[src/rtl/sd_dat_sync_fifo_if.sv]
// Handshake/data bundle between the SD DAT FIFO and its producer/consumer logic.
// The master modport is the side that drives requests; slave is the FIFO itself.
interface sd_dat_sync_fifo_if #(
  parameter int DATA_WIDTH = 32,
  parameter int ADDR_WIDTH = 4
);
  logic                  Flush_in;
  logic [DATA_WIDTH-1:0] Data_in;
  logic                  WriteEn_in;
  logic                  ReadEn_in;
  logic [DATA_WIDTH-1:0] Data_out;
  logic                  Full_out;
  logic                  Empty_out;
  logic                  AlmostFull_out;
  logic                  AlmostEmpty_out;
  logic [ADDR_WIDTH:0]   Level_out;
  logic                  WriteAck_out;
  logic                  Overflow_out;
  logic                  Underflow_out;

  modport master (
    output Flush_in, Data_in, WriteEn_in, ReadEn_in,
    input  Data_out, Full_out, Empty_out, AlmostFull_out, AlmostEmpty_out,
    input  Level_out, WriteAck_out, Overflow_out, Underflow_out
  );

  modport slave (
    input  Flush_in, Data_in, WriteEn_in, ReadEn_in,
    output Data_out, Full_out, Empty_out, AlmostFull_out, AlmostEmpty_out,
    output Level_out, WriteAck_out, Overflow_out, Underflow_out
  );
endinterface

[src/rtl/sd_dat_sync_fifo.sv]
// Single-clock circular FIFO for SD DAT block data with level, thresholds, sticky error flags and flush.
// Define SD_DAT_FIFO_FWFT_EN for first-word-fall-through output; default is registered read, latency 1.
module sd_dat_sync_fifo #(
  parameter int DATA_WIDTH      = 32,
  parameter int ADDR_WIDTH      = 4,
  parameter int ALMOST_FULL_TH  = 12,
  parameter int ALMOST_EMPTY_TH = 2
) (
  input logic                Clk,
  input logic                Reset_n,
  sd_dat_sync_fifo_if.slave  fifo_if
);

  localparam int DEPTH = 2 ** ADDR_WIDTH;
  localparam logic [ADDR_WIDTH:0]   DEPTH_LV = (ADDR_WIDTH+1)'(DEPTH);
  localparam logic [ADDR_WIDTH:0]   AF_TH_LV = (ADDR_WIDTH+1)'(ALMOST_FULL_TH);
  localparam logic [ADDR_WIDTH:0]   AE_TH_LV = (ADDR_WIDTH+1)'(ALMOST_EMPTY_TH);
  localparam logic [ADDR_WIDTH:0]   LVL_ONE  = (ADDR_WIDTH+1)'(1'b1);
  localparam logic [ADDR_WIDTH-1:0] PTR_ONE  = ADDR_WIDTH'(1'b1);

  logic [DATA_WIDTH-1:0] mem_r [DEPTH];
  logic [ADDR_WIDTH-1:0] wr_ptr_r;
  logic [ADDR_WIDTH-1:0] rd_ptr_r;
  logic [ADDR_WIDTH:0]   level_r;
  logic [ADDR_WIDTH:0]   level_nxt_s;
  logic [DATA_WIDTH-1:0] dout_r;
  logic                  write_ack_r;
  logic                  overflow_r;
  logic                  underflow_r;
  logic                  full_s;
  logic                  empty_s;
  logic                  rd_ok_s;
  logic                  wr_ok_s;

  assign full_s  = (level_r == DEPTH_LV);
  assign empty_s = (level_r == {(ADDR_WIDTH+1){1'b0}});

  // A full FIFO still takes a write when a read frees a slot on the same edge; flush masks both.
  assign rd_ok_s = fifo_if.ReadEn_in & ~empty_s & ~fifo_if.Flush_in;
  assign wr_ok_s = fifo_if.WriteEn_in & (~full_s | rd_ok_s) & ~fifo_if.Flush_in;

  // Next level: net change of one only when exactly one side moves.
  always_comb begin
    level_nxt_s = level_r;
    case ({wr_ok_s, rd_ok_s})
      2'b10:   level_nxt_s = level_r + LVL_ONE;
      2'b01:   level_nxt_s = level_r - LVL_ONE;
      default: level_nxt_s = level_r;
    endcase
  end

  // Storage array; contents survive reset and flush.
  always_ff @(posedge Clk) begin
    if (wr_ok_s) begin
      mem_r[wr_ptr_r] <= fifo_if.Data_in;
    end
  end

  // Pointers, level, read register and sticky flags.
  always_ff @(posedge Clk or negedge Reset_n) begin
    if (!Reset_n) begin
      wr_ptr_r    <= {ADDR_WIDTH{1'b0}};
      rd_ptr_r    <= {ADDR_WIDTH{1'b0}};
      level_r     <= {(ADDR_WIDTH+1){1'b0}};
      dout_r      <= {DATA_WIDTH{1'b0}};
      write_ack_r <= 1'b0;
      overflow_r  <= 1'b0;
      underflow_r <= 1'b0;
    end else if (fifo_if.Flush_in) begin
      wr_ptr_r    <= {ADDR_WIDTH{1'b0}};
      rd_ptr_r    <= {ADDR_WIDTH{1'b0}};
      level_r     <= {(ADDR_WIDTH+1){1'b0}};
      write_ack_r <= 1'b0;
      overflow_r  <= 1'b0;
      underflow_r <= 1'b0;
    end else begin
      if (wr_ok_s) begin
        wr_ptr_r <= wr_ptr_r + PTR_ONE;
      end
      // In FWFT builds dout_r keeps the last popped word for display while empty.
      if (rd_ok_s) begin
        rd_ptr_r <= rd_ptr_r + PTR_ONE;
        dout_r   <= mem_r[rd_ptr_r];
      end
      level_r     <= level_nxt_s;
      write_ack_r <= wr_ok_s;
      if (fifo_if.WriteEn_in & ~wr_ok_s) begin
        overflow_r <= 1'b1;
      end
      if (fifo_if.ReadEn_in & empty_s) begin
        underflow_r <= 1'b1;
      end
    end
  end

`ifdef SD_DAT_FIFO_FWFT_EN
  assign fifo_if.Data_out = empty_s ? dout_r : mem_r[rd_ptr_r];
`else
  assign fifo_if.Data_out = dout_r;
`endif

  assign fifo_if.Full_out        = full_s;
  assign fifo_if.Empty_out       = empty_s;
  assign fifo_if.AlmostFull_out  = (level_r >= AF_TH_LV);
  assign fifo_if.AlmostEmpty_out = (level_r <= AE_TH_LV);
  assign fifo_if.Level_out       = level_r;
  assign fifo_if.WriteAck_out    = write_ack_r;
  assign fifo_if.Overflow_out    = overflow_r;
  assign fifo_if.Underflow_out   = underflow_r;

endmodule

[src/flat_wrapper.sv]
// flat-port wrapper written by rule: the top's interface ports become plain ports
module sd_dat_sync_fifo_flat 
#(
  parameter int DATA_WIDTH      = 32,
  parameter int ADDR_WIDTH      = 4,
  parameter int ALMOST_FULL_TH  = 12,
  parameter int ALMOST_EMPTY_TH = 2
)
  (Clk, Reset_n, fifo_if_Flush_in, fifo_if_Data_in, fifo_if_WriteEn_in, fifo_if_ReadEn_in, fifo_if_Data_out, fifo_if_Full_out, fifo_if_Empty_out, fifo_if_AlmostFull_out, fifo_if_AlmostEmpty_out, fifo_if_Level_out, fifo_if_WriteAck_out, fifo_if_Overflow_out, fifo_if_Underflow_out);
  sd_dat_sync_fifo_if #(.DATA_WIDTH(DATA_WIDTH), .ADDR_WIDTH(ADDR_WIDTH)) fifo_if_i ();
  input logic Clk;
  input logic Reset_n;
  input wire logic [$bits(fifo_if_i.Flush_in)-1:0] fifo_if_Flush_in;
  input wire logic [$bits(fifo_if_i.Data_in)-1:0] fifo_if_Data_in;
  input wire logic [$bits(fifo_if_i.WriteEn_in)-1:0] fifo_if_WriteEn_in;
  input wire logic [$bits(fifo_if_i.ReadEn_in)-1:0] fifo_if_ReadEn_in;
  output wire logic [$bits(fifo_if_i.Data_out)-1:0] fifo_if_Data_out;
  output wire logic [$bits(fifo_if_i.Full_out)-1:0] fifo_if_Full_out;
  output wire logic [$bits(fifo_if_i.Empty_out)-1:0] fifo_if_Empty_out;
  output wire logic [$bits(fifo_if_i.AlmostFull_out)-1:0] fifo_if_AlmostFull_out;
  output wire logic [$bits(fifo_if_i.AlmostEmpty_out)-1:0] fifo_if_AlmostEmpty_out;
  output wire logic [$bits(fifo_if_i.Level_out)-1:0] fifo_if_Level_out;
  output wire logic [$bits(fifo_if_i.WriteAck_out)-1:0] fifo_if_WriteAck_out;
  output wire logic [$bits(fifo_if_i.Overflow_out)-1:0] fifo_if_Overflow_out;
  output wire logic [$bits(fifo_if_i.Underflow_out)-1:0] fifo_if_Underflow_out;
  assign fifo_if_i.Flush_in = fifo_if_Flush_in;
  assign fifo_if_i.Data_in = fifo_if_Data_in;
  assign fifo_if_i.WriteEn_in = fifo_if_WriteEn_in;
  assign fifo_if_i.ReadEn_in = fifo_if_ReadEn_in;
  assign fifo_if_Data_out = fifo_if_i.Data_out;
  assign fifo_if_Full_out = fifo_if_i.Full_out;
  assign fifo_if_Empty_out = fifo_if_i.Empty_out;
  assign fifo_if_AlmostFull_out = fifo_if_i.AlmostFull_out;
  assign fifo_if_AlmostEmpty_out = fifo_if_i.AlmostEmpty_out;
  assign fifo_if_Level_out = fifo_if_i.Level_out;
  assign fifo_if_WriteAck_out = fifo_if_i.WriteAck_out;
  assign fifo_if_Overflow_out = fifo_if_i.Overflow_out;
  assign fifo_if_Underflow_out = fifo_if_i.Underflow_out;
  sd_dat_sync_fifo #(.DATA_WIDTH(DATA_WIDTH), .ADDR_WIDTH(ADDR_WIDTH), .ALMOST_FULL_TH(ALMOST_FULL_TH), .ALMOST_EMPTY_TH(ALMOST_EMPTY_TH)) u_core (.Clk(Clk), .Reset_n(Reset_n), .fifo_if(fifo_if_i));
endmodule
[config.mk]
export PLATFORM = sky130hd
export DESIGN_NAME = sd_dat_sync_fifo_flat
export DESIGN_NICKNAME = d
export VERILOG_FILES = /design/src/rtl/sd_dat_sync_fifo_if.sv /design/src/rtl/sd_dat_sync_fifo.sv /design/src/flat_wrapper.sv
export SDC_FILE = /design/constraint.sdc
export NUM_CORES = 1
export LEC_CHECK = 0
export ABC_CLOCK_PERIOD_IN_PS = 4500
export CAP_MARGIN = 20
export CORE_MARGIN = 2
export CORE_UTILIZATION = 65
export DETAILED_ROUTE_END_ITERATION = 16
export PLACE_DENSITY = 0.84
export SYNTH_ARGS = -nofsm -noshare
export SYNTH_HDL_FRONTEND = slang
export SYNTH_SLANG_ARGS = --single-unit
[constraint.sdc]
create_clock -name Clk -period 4.5 [get_ports Clk]
set_input_delay 0.9 -clock Clk [delete_from_list [all_inputs] [get_ports Clk]]
set_output_delay 0.9 -clock Clk [all_outputs]
set_load 0.01 [all_outputs]
==> flow_summary.toml <==
[power]
p_sw_uw = 3300
irDropWorstVdd_v = 0.000544
internal-power_uw = 9780
power_frac_clock = 0.352
p_seq_frac = 0.481
comb_power_share = 0.168
p_sw_frac = 0.252
powerDensity_nw_per_um2 = 521
leakagePower_uw = 0.00800

[routing]
drt_iter0_markers = 1345
postRouteWirelength_um = 45900
vias = 10397
drc_errors = 0
vias_per_cell = 6.53
ant_nets = 0
firstDrtPassIters = 5
wl_per_cell_um = 28.8

[worst_setup_path]
worstPathArrival_ns = 2.40
critPathRequiredTime_ns = 3.60
worst_setup_path_end_kind = "output port"
cp-startpoint = "u_core.fifo_if.Level_out[0]"
worstSetupPathType = "reg2out"
reg2regPathDepth = 5
worstPathMaxFanout = 9
r2r_start = "u_core.fifo_if.Level_out[4]"
start_kind = "flip-flop"
ff2ff_setup_slack_ns = 1.38
worstReg2RegEnd = "u_core.fifo_if.Data_out[12]"

[synthesis]
synth_cells = 981
synth_edf_count = 512
yosys_warnings = 0
yosysSeqAreaShare = 0.762
synthesis.area_um2 = 21800
synthTopCellsByArea = "edfxtp_1 (71%), mux4_2 (13%), dfrtp_1 (5.5%), mux2i_1 (3.1%), o221ai_2 (2.1%)"
synth.distinct_cells = 49
ys.flop_type = "edfxtp_1"
yosysMostFrequentCell = "edfxtp_1"
postSynth.asyncResetShare = 0.0857
yosysTopAreaCell = "edfxtp_1"
synth_commonest_cells = "edfxtp_1 (512), mux4_2 (128), mux2i_1 (68)"
synth_nets = 1027
syn_area_per_cell_um2 = 22.2
synth_top_area_frac = 0.706
ys_ff_latch = 560

[place]
dpl.cell_count = 1492
routabilityCongestion = 0.799
pre_cts_slack_ns = 0.771
portBuffers = 80
dp_hpwl_um = 25500

[cells_and_area]
drive_above_1_share = 0.265
antenna-diode-count = 0
nFillCells = 1704
area_growth_syn_to_layout_pct = 15.4
fin_cells = 1592
layout.nets = 1145

[global_route]
antenna_found_initial = 0
grt_pass1_vias = 10932
grt_max_degree = 62
grt_pass1_wl_um = 68900
grt.overflow.total = 0
track_usage = 0.270

[timing]
setup_viol_count_final = 0
fmax_mhz = 303
fin_crit_ns = 3.30
rsz0062_at_grt = "false"
hold_viol_final = 0
fin_tns_setup_ns = 0
finalMaxSlewViolations = 0
maxSlewHeadroom = 0.242
period_share = 0.732
finClkSkew_ns = 0.0141
setup_ws_ns = 1.20
worst_pin_slew_ns = 1.14

[floorplanning]
core-area_um2 = 33300
die_h_um = 187
io_pins = 81
die_area_um2 = 35000
fp.dieW_um = 187
initial_utilization = 0.654
rows = 67

[worst_hold_path]
worstHoldPathType = "in2async"

[clock_network]
clk_path_buf_depth = 3
cts_hold_buffers = 0
clkLatencyLatePin_ns = 0.57
cts_tree = "built"
cts_buffers = 53
ctsResizeCount = 0
cts_root_buffer = "clkbuf_16"
clk_pin_slew_ns = 0.07
cts.sinks = 560
htreeDepth = 2
post-cts-setup-buffers = 0

[status]
outcome = "finished, final reports clean"

[run]
maxCapViolCount = 0
==> power by group through the flow <==
stage / logic (µW) / registers, µW / clock network [µW]
floorplan: 1460 / 6200 / 0
global placement: 2080 / 6380 / 0
detailed placement: 2150 / 6390 / 0
CTS: 2210 / 6290 / 4640
global route: 2320 / 6310 / 4830
finish: 2190 / 6280 / 4600
==> sequential cells by signal, summed over array words and instances, names as in the netlist <==
signal and cells:
u_core.fifo_if.Overflow_out 1, u_core.wr_ptr_r 4, u_core.mem_r 512, u_core.fifo_if.WriteAck_out 1
u_core.fifo_if.Underflow_out 1, u_core.fifo_if.Level_out 5, u_core.rd_ptr_r 4, u_core.fifo_if.Data_out 32
==> stage by stage <==
step	area, µm²	utilization	power [µW]	hold WS, ns
global placement	23300	0.700	8460	0.482
floorplan	21800	-	7660	0.519
finish	25100	0.755	13100	0.350
CTS	25100	0.755	13100	0.347
detailed placement	23300	0.700	8540	0.480
global route	25100	0.755	13500	0.366
==> kinds of logic after synthesis <==
logic type,share of synthesized area
and+or+nand+nor,0.0201
xor gates and xnor gates,0.00241
adders and majority gates,0.00552
DFF,0.762
AOI/OAI and AO/OA,0.0302
buffers and inverters,0.0155
muxes,0.165
==> routing by layer <==
layer  up-vias  share of wire  track usage
li1       4327              -            -
met1      5440           0.38        0.365
met2       523           0.52        0.455
met3       107          0.068       0.0409
met4         0          0.035       0.0989
met5         -              0            0
==> cell usage in the layout (no fill, tap or decap), drive strengths merged, types with 7 or more instances in the layout <==
cell	netlist	layout
nor2	17	17
nand2	34	34
edfxtp	512	512
clkdlybuf4s50	0	79
clkinv	0	19
dfrtp	48	48
bufinv	0	7
ha	8	8
clkbuf	17	68
o221ai	32	32
a21oi	7	7
mux2i	68	68
and2	13	13
buf	33	34
mux4	128	128
inv	14	15
==> critical path, cell delays in order (launching register included) <==
cell and delay, ns:
dfrtp_1 0.49, nor4_4 0.57, and2_1 0.23, clkdlybuf4s50_1 0.54
==> cell type report <==
cell class | instances | area (µm²) | share of cell area
clock buffer | 68 | 1480 | 0.0587
tap | 448 | 561 | 0.0223
inverter | 14 | 52.6 | 0.00209
timing repair buffer | 113 | 1190 | 0.0475
multi-input combinational | 357 | 4900 | 0.195
sequential | 560 | 16600 | 0.661
clock inverter | 32 | 345 | 0.0138
==> worst max path at each step <==
| stage | endpoint | depth (start not counted) |
|---|---|---|
| after floorplan | u_core.mem_r[10][0] | 4 |
| after global placement | u_core.fifo_if.Data_out[31] | 7 |
| after detailed placement | u_core.fifo_if.Data_out[31] | 7 |
| after CTS | fifo_if_Full_out | 3 |
| after global routing | fifo_if_Full_out | 3 |
| final | fifo_if_Full_out | 3 |
No activity file was read; power rests on OpenSTA's default activity.
